==> config.mk <==
export PLATFORM = sky130hd
export DESIGN_NAME = ofifo_drain_arbiter
export DESIGN_NICKNAME = d
export VERILOG_FILES = /design/src/rtl/ofifo_drain_arbiter.sv
export SDC_FILE = /design/constraint.sdc
export NUM_CORES = 1
export LEC_CHECK = 0
export ABC_AREA = 1
export CORE_MARGIN = 4
export CORE_UTILIZATION = 35
export DETAILED_ROUTE_END_ITERATION = 10
export GPL_TIMING_DRIVEN = 0
export PLACE_DENSITY = 0.78
export SETUP_SLACK_MARGIN = 0.1
export SLEW_MARGIN = 0
export SYNTH_ARGS = -nofsm -noshare
export SYNTH_HDL_FRONTEND = slang
export SYNTH_SLANG_ARGS = --single-unit
==> constraint.sdc <==
create_clock -name clk -period 7.6 [get_ports clk]
set_clock_uncertainty 0.2 [all_clocks]
set_input_delay 1.14 -clock clk [delete_from_list [all_inputs] [get_ports clk]]
set_output_delay 1.14 -clock clk [all_outputs]
set_load 0.01 [all_outputs]
==> src/rtl/ofifo_drain_arbiter.sv <==
// ofifo_drain_arbiter
//   Read arbiter for a bank of `col` output FIFOs (one per PE column). It watches
//   the empty flags and pops at most one FIFO per cycle. Popped words go into a
//   single registered valid/ready output stage, tagged with their source column.
//   A drain request empties every FIFO and then pulses done. This block feeds
//   the psum SRAM write path.
//
//   Optional build macro: OFIFO_ROW_ORDER_EN
//     undefined : round-robin grant starting after the last granted column
//     defined   : strict row order. A row starts only when every FIFO holds a
//                 word. In DRAIN, partial rows are read in ascending column order.
//
// Ports
//   clk          single clock (the FIFOs' rd_clk is tied to it)
//   reset        synchronous, active-low
//   enable       permits new grants while running
//   drain        one-cycle request to empty all FIFOs and finish the tile
//   fifo_empty   per-column empty flags
//   fifo_data    per-column head words, column i at [i*bw +: bw]
//   fifo_rd      one-hot pop strobe (combinational)
//   out_data     registered popped word
//   out_col      registered source column of out_data
//   out_valid    out_data/out_col hold a word
//   out_ready    downstream accept
//   done         one-cycle pulse when a drain completes
//   busy         running with pending data, or draining
//   rd_count     number of pops since reset, wraps at 2^16
module ofifo_drain_arbiter #(
    parameter int col = 8,
    parameter int bw  = 16,
    parameter int cw  = 4
) (
    input  logic              clk,
    input  logic              reset,
    input  logic              enable,
    input  logic              drain,
    input  logic [col-1:0]    fifo_empty,
    input  logic [col*bw-1:0] fifo_data,
    output logic [col-1:0]    fifo_rd,
    output logic [bw-1:0]     out_data,
    output logic [cw-1:0]     out_col,
    output logic              out_valid,
    input  logic              out_ready,
    output logic              done,
    output logic              busy,
    output logic [15:0]       rd_count
);

    typedef enum logic [1:0] {IDLE, RUN, DRAIN, DONE} state_t;

`ifdef OFIFO_ROW_ORDER_EN
    localparam logic [cw-1:0] PTR_RST = '0;
`else
    localparam logic [cw-1:0] PTR_RST = cw'(col - 1);
`endif

    state_t          state;
    // Round-robin mode: the last granted column.
    // Row-order mode: the next column expected in the current row.
    logic [cw-1:0]   ptr;
    logic [cw:0]     start;
    logic [cw-1:0]   grant;
    logic [cw-1:0]   hi_g, lo_g;
    logic            hi_ok, lo_ok, scan_ok, gnt_ok;
    logic [bw-1:0]   sel_data;
    logic            any_full, all_full, can_accept, run_ok, load;

    assign any_full   = ~&fifo_empty;
    assign all_full   = ~|fifo_empty;
    assign can_accept = ~out_valid | out_ready;
    assign run_ok     = ((state == RUN) & enable) | (state == DRAIN);

`ifdef OFIFO_ROW_ORDER_EN
    assign start  = {1'b0, ptr};
    // A new row (ptr == 0) needs every column filled, except while draining.
    assign gnt_ok = scan_ok & ((ptr != '0) | all_full | (state == DRAIN));
`else
    assign start  = {1'b0, ptr} + 1'b1;
    assign gnt_ok = scan_ok;
`endif

    // Two-pass priority scan: first the columns at or above `start`, then wrap
    // to the columns below it. Descending loops let the lowest index win.
    always_comb begin
        hi_ok    = 1'b0;
        lo_ok    = 1'b0;
        hi_g     = '0;
        lo_g     = '0;
        sel_data = '0;
        for (int i = col - 1; i >= 0; i--) begin
            if (!fifo_empty[i]) begin
                if (i >= int'(start)) begin
                    hi_ok = 1'b1;
                    hi_g  = cw'(i);
                end else begin
                    lo_ok = 1'b1;
                    lo_g  = cw'(i);
                end
            end
        end
        scan_ok = hi_ok | lo_ok;
        grant   = hi_ok ? hi_g : lo_g;
        for (int i = 0; i < col; i++) begin
            if (cw'(i) == grant) sel_data = fifo_data[i*bw +: bw];
        end
    end

    assign load    = reset & run_ok & gnt_ok & can_accept;
    assign fifo_rd = load ? ({{(col-1){1'b0}}, 1'b1} << grant) : '0;
    assign busy    = ((state == RUN) & any_full) | (state == DRAIN);

    // ---- output register stage and control FSM ----
    always_ff @(posedge clk) begin
        if (!reset) begin
            state     <= IDLE;
            ptr       <= PTR_RST;
            out_valid <= 1'b0;
            out_data  <= '0;
            out_col   <= '0;
            done      <= 1'b0;
            rd_count  <= '0;
        end else begin
            done <= 1'b0;
            if (load) begin
                out_data  <= sel_data;
                out_col   <= grant;
                out_valid <= 1'b1;
                rd_count  <= rd_count + 16'd1;
`ifdef OFIFO_ROW_ORDER_EN
                ptr       <= (grant == cw'(col - 1)) ? '0 : grant + 1'b1;
`else
                ptr       <= grant;
`endif
            end else if (out_ready) begin
                out_valid <= 1'b0;
            end

            case (state)
                IDLE: begin
                    if (drain)       state <= DRAIN;
                    else if (enable) state <= RUN;
                end
                RUN: begin
                    if (drain)                        state <= DRAIN;
                    else if (!enable && can_accept)   state <= IDLE;
                end
                DRAIN: begin
                    // Finished once nothing is left upstream and the output
                    // register is empty or being emptied without a reload.
                    if (!any_full && (!out_valid || (out_ready && !load))) begin
                        state <= DONE;
                        done  <= 1'b1;
                    end
                end
                default: state <= IDLE;
            endcase
        end
    end

endmodule
**Word-level counts from Yosys, hierarchy flattened**

Cells that the tools add are included.

- Add/sub/neg operators: 2
- Magnitude comparators: 8
- Equality and inequality tests: 12
- Shift-type cells: 1
- Mux-type cells: 83
- Bitwise gates (word level): 10
- Reductions and logical operators: 14

Operators by type and width:

| cell | number |
|---|---|
| $mux 16 | 8 |
| $mux 4 | 30 |
| $mux 1 | 35 |
| $ge 3x5->1 const A | 4 |
| $add 16x1->16 const B | 1 |
| $eq 3x4->1 const A | 4 |
| $ge 1x5->1 const A | 2 |
| $ge 2x5->1 const A | 2 |
| $mux 2 | 5 |
| $mux 3 | 3 |
| $eq 2x4->1 const A | 2 |
| $mux 8 | 1 |
| $reduce_and 8->1 | 1 |
| $shl 1x4->8 const A | 1 |
| $pmux 2 s3 | 1 |
| $add 4x1->5 const B | 1 |
| $and 1x1->1 | 5 |
| $eq 1x4->1 const A | 1 |
| $logic_not 1->1 | 4 |
| $logic_not 4->1 | 1 |
| $or 1x1->1 | 4 |
| $logic_and 1x1->1 | 3 |
| $ne 3x2->1 const B | 1 |
| $ne 3x3->1 const B | 1 |
| 9 further kinds | 9 |

- Register bits after elaboration: 44
- Output and inout bits: 47

**Logic depth before layout (Yosys ltp)**

Gate-level depths: netlist of the first run.

- Depth after elaboration: 28
- Mapped depth: 24

**Worst setup path after synthesis of the first run**

OpenSTA, ideal clock, no wires.

- Path kind: input port to output port
- Start point: input reset
- End point: output fifo_rd[0]
- Arrival: 2.609 ns
- Data required time: 6.260 ns
- Setup slack: 3.651 ns
- Cell stages on the path: 9
- Cell sequence: buf_2 > clkinv_1 > a21oi_1 > nand2_1 > nor2_1 > inv_1 > clkbuf_1 > clkbuf_1 > nor3_1

- Cells in the longest elaborated chain, start to end: 4

RTL lines:

| element | line | text |
|---|---|---|
| start, declared | 34 | `input logic reset,` |
| $and 1x1->1 (3 in a row) | 108 | `assign load = reset & run_ok & gnt_ok & can_accept;` |
| $mux 8 | 109 | `assign fifo_rd = load ? ({{(col-1){1'b0}}, 1'b1} << grant) : '0;` |
| end, declared | 39 | `output logic [col-1:0] fifo_rd,` |

No other way between the ends.

**Worst setup path after layout of the first run**

- Start point: input fifo_empty[2]
- End point: output fifo_rd[1]

- Cells in the longest elaborated chain, start to end: 9
- Elaborated cells on any way between the ends: 26
- Classes of those cells: 1 x shift; 22 x mux; 3 x bitwise

RTL lines:

| element | line | text |
|---|---|---|
| start, declared | 37 | `input logic [col-1:0] fifo_empty,` |
| $mux 1 | 91 | `if (!fifo_empty[i]) begin` |
| $mux 1 | 92 | `if (i >= int'(start)) begin` |
| $mux 1 | 91 |  |
| $mux 1 | 92 |  |
| $mux 1 | 91 |  |
| $or 1x1->1 | 101 | `scan_ok = hi_ok \| lo_ok;` |
| $and 1x1->1 (2 in a row) | 108 |  |
| $mux 8 (*) | 109 |  |

Every way passes the cells marked *; elsewhere a longest branch is shown, timed or not.

==> run summary, run 1 <==
### Outcome
• status: completed

### Synth
• most common cell in the synthesized netlist: sky130_fd_sc_hd__nand2_1
• biggest area contributors in the synthesized netlist: sky130_fd_sc_hd__dfxtp_1 25%, sky130_fd_sc_hd__nand2_1 19%, sky130_fd_sc_hd__inv_1 7.4%
• most instantiated flip-flop cell in the synthesis netlist: sky130_fd_sc_hd__dfxtp_1
• synthesis-stage register bit count: 42
• FFs w/ async S/R, synth: 0%
• number of distinct library cells after synthesis: 31
• post-synthesis cell type with the largest combined area: sky130_fd_sc_hd__dfxtp_1
• fraction of the yosys area taken by sequential cells: 25.3%
• Mapped Avg Cell Area: 5.76 sq um
• count of flip-flops with a built-in enable after synthesis: 0
• cell types with the highest counts after synthesis: 172 x sky130_fd_sc_hd__nand2_1, 66 x sky130_fd_sc_hd__inv_1, 58 x sky130_fd_sc_hd__nor2_1
• Post-Syn Nets: 722
• post-synthesis cell area: 0.00333 sq mm
• Cells after Synth: 577
• portion of synthesized cell area occupied by the leading cell type: 25.3%
• number of warnings reported in the yosys synthesis log: 0

### Detailed routing
• via total after detailed routing: 4,480
• number of nets with antenna violations after routing: 0
• vias per cell: 4.98
• number of DRC violations after detailed routing: 0
• detailed-routing iteration count for the pre-antenna-repair pass: 5
• uppermost routed layer: met4
• final wirelength: 13,700 um
• length of routed met2 wiring: 6720 um
• Wirelength per Cell: 15.2 um
• routed wire length on met3: 1100 um
• routed metal-1 wire length: 5480 um
• First DRT Iteration DRCs: 213

### Clock network
• cell at the root of the clock tree: sky130_fd_sc_hd__clkbuf_8
• H-tree level count: 2
• TritonCTS clock tree: built
• Reg clk slew, reported paths: 80 ps
• CTS buffer count: 5
• TritonCTS Sinks: 42
• count of hold-fix buffers inserted at cts: 0
• CTS Buffer Depth: 2
• number of gates given a new drive strength after cts: 0
• Skew-Pair Late Insertion Delay: 300 ps
• buffer count from post-CTS setup fixing: 0

### Place
• gpl congestion: 0.897
• # port buffers: 185
• estimated wirelength of the detail-placed design: 11,400 um
• standard cell area after detailed placement: 0.00534 sq mm

### Global routing
• first-pass GRT wire length: 21,500 um
• global routing usage summed across all routing layers: 23.8%
• global route overflow: 0
• maximum number of pins on one net before global-route repair: 14
• number of global-route vias before repair: 4,477
• initial antenna violation count: 0

### STA
• worst slack on hold paths: 269 ps
• final count of hold timing violations: 0
• post-layout minimum cycle time: 5480 ps
• Pins Over Slew Limit: 0
• share of the clock period used by the worst path: 72.0%
• aggregate negative setup slack: 0 ps
• Slew @ Worst Pin: 540 ps
• Fmax achieved: 183 MHz
• number of failing setup endpoints in the final timing report: 0
• Slew HR: 63.9%
• unrepaired setup endpoints after global routing: no

### Floorplan
• DIE HEIGHT: 105 um
• Die X-Extent: 105 um
• number of core rows: 35
• Std-Cell Core Area: 0.00924 sq mm
• Die Area: 0.0111 sq mm
• I/O pin count: 188
• starting utilization of the core area: 36.0%

### Worst setup path
• required time of the critical path: 6260 ps
• Max FO, Critical Path: 10
• Worst Setup Start Kind: input pin
• Worst Setup End Kind: output pin
• data arrival time of the worst path: 4140 ps
• Worst Path Class, Setup: input pin to output pin

### Cells and area
• P&R area growth vs syn: 63.8%
• layout cells sized above 1: 7.14%
• final-stage net count: 914
• final design instance area without fill: 0.00545 sq mm
• count of inserted antenna diode cells: 0

### Min path
• min-delay worst type: flip-flop to flip-flop

### Power
• Static Leak: 2.26 nW
• Max VDD drop: 0.125 mV
• power per unit of standard cell area: 214 mW/mm^2

### Run
• max-capacitance violation count: 0

-- metrics by stage --
stage	power [mW]	setup slack [ps]	utilization, %	instances
6_report	1.17	2120	59.0	899
5_1_grt	1.26	1870	59.0	899
4_1_cts	1.17	2080	59.0	899
3_5_place_dp	0.993	2110	57.8	891
3_3_place_gp	0.985	2090	57.8	891
2_1_floorplan	0.720	3650	-	577
-- power breakdown --
group,switching [mW],internal (mW),total [mW]
Combinational,0.450,0.285,0.735
Clock,0.0784,0.0980,0.176
Sequential,0.0153,0.241,0.256
-- critical path, cell delays in order --
cell and delay, ps:
sky130_fd_sc_hd__clkdlybuf4s50_1 490, sky130_fd_sc_hd__inv_1 80, sky130_fd_sc_hd__nor4_1 410, sky130_fd_sc_hd__nand2_1 140, sky130_fd_sc_hd__nand2_1 110, sky130_fd_sc_hd__nor2_1 70
sky130_fd_sc_hd__inv_1 190, sky130_fd_sc_hd__clkbuf_1 400, sky130_fd_sc_hd__clkbuf_1 460, sky130_fd_sc_hd__nor3_1 120, sky130_fd_sc_hd__clkdlybuf4s50_1 520
-- path summary, 6_finish.rpt --
| path | startpoint | to | slack, ps | cells after the start |
|---|---|---|---|---|
| worst max-delay path | fifo_empty[2] | fifo_rd[1] | 2120 | 11 |
| worst min-delay path | out_data[15] | out_data[15] | 270 | 2 |
| worst max register to register | ptr[1] | out_data[10] | 4260 | 21 |
| worst min register to register | out_data[15] | out_data[15] | 270 | 2 |
-- per-layer routing --
metal  track usage, %  up-vias
li1                 -     2258
met1             28.3     1992
met2             42.8      202
met3             4.84       28
met4             7.50        0
met5                0        -
-- cell usage in the layout (no fill, tap or decap), types with 2 or more instances in the layout --
master | Yosys | layout
sky130_fd_sc_hd__a21oi_1 | 48 | 48
sky130_fd_sc_hd__a21oi_2 | 2 | 2
sky130_fd_sc_hd__a22o_1 | 3 | 3
sky130_fd_sc_hd__buf_2 | 8 | 8
sky130_fd_sc_hd__buf_4 | 5 | 5
sky130_fd_sc_hd__clkbuf_1 | 10 | 11
sky130_fd_sc_hd__clkbuf_8 | 0 | 5
sky130_fd_sc_hd__clkdlybuf4s50_1 | 0 | 185
sky130_fd_sc_hd__clkinv_1 | 2 | 2
sky130_fd_sc_hd__dfxtp_1 | 42 | 42
sky130_fd_sc_hd__ha_1 | 4 | 4
sky130_fd_sc_hd__inv_1 | 66 | 66
sky130_fd_sc_hd__inv_2 | 6 | 6
sky130_fd_sc_hd__nand2_1 | 172 | 172
sky130_fd_sc_hd__nand2_2 | 9 | 9
sky130_fd_sc_hd__nand3_1 | 38 | 38
sky130_fd_sc_hd__nand4_1 | 38 | 38
sky130_fd_sc_hd__nor2_1 | 58 | 58
sky130_fd_sc_hd__nor2_2 | 10 | 10
sky130_fd_sc_hd__nor2_4 | 5 | 5
sky130_fd_sc_hd__nor3_1 | 20 | 20
sky130_fd_sc_hd__nor4_1 | 3 | 3
sky130_fd_sc_hd__o211ai_1 | 4 | 4
sky130_fd_sc_hd__o21ai_0 | 15 | 15
-- area by class of cell --
| class | instances | area [sq um] |
|---|---|---|
| Fill cell | 866 | 3790 |
| Clock inverter | 2 | 37.5 |
| Clock buffer | 6 | 72.6 |
| Sequential cell | 42 | 841 |
| Multi-Input combinational cell | 436 | 2080 |
| Inverter | 74 | 278 |
| Tap cell | 129 | 161 |
| Buffer | 25 | 130 |
| Timing Repair Buffer | 185 | 1850 |
-- registers in the layout, indices dropped and copies added (netlist names) --
name and cells:
rd_count 16, ptr 3, state 2, out_col 3, out_data 16, out_valid 1, done 1
-- kinds of logic after synthesis --
group	synth area share (%)
and+or+nand+nor	48.8
buffers and inverters	12.3
AOI/OAI and AO/OA	12.0
DFF	25.3
adders and majority gates	1.50
other	0.113
Note: power is estimated with default switching activity, not from simulation.
==> inputs of run 2 (changes only) <==
==> constraint.sdc (replaced) <==
create_clock -name clk -period 5.1 [get_ports clk]
set_clock_uncertainty 0.2 [all_clocks]
set_input_delay 0.765 -clock clk [delete_from_list [all_inputs] [get_ports clk]]
set_output_delay 0.765 -clock clk [all_outputs]
set_load 0.01 [all_outputs]
==> results of run 2 <==
Same layout as run 1 (identical final DEF). Status: completed.
Main changes from that run: setup slack after placement 2110 ps -> 355 ps; setup slack after layout 2120 ps -> 375 ps; register-to-register setup slack 4260 ps -> 1760 ps; total power 1.17 mW -> 1.74 mW; worst IR drop on VDD 0.125 mV -> 0.186 mV
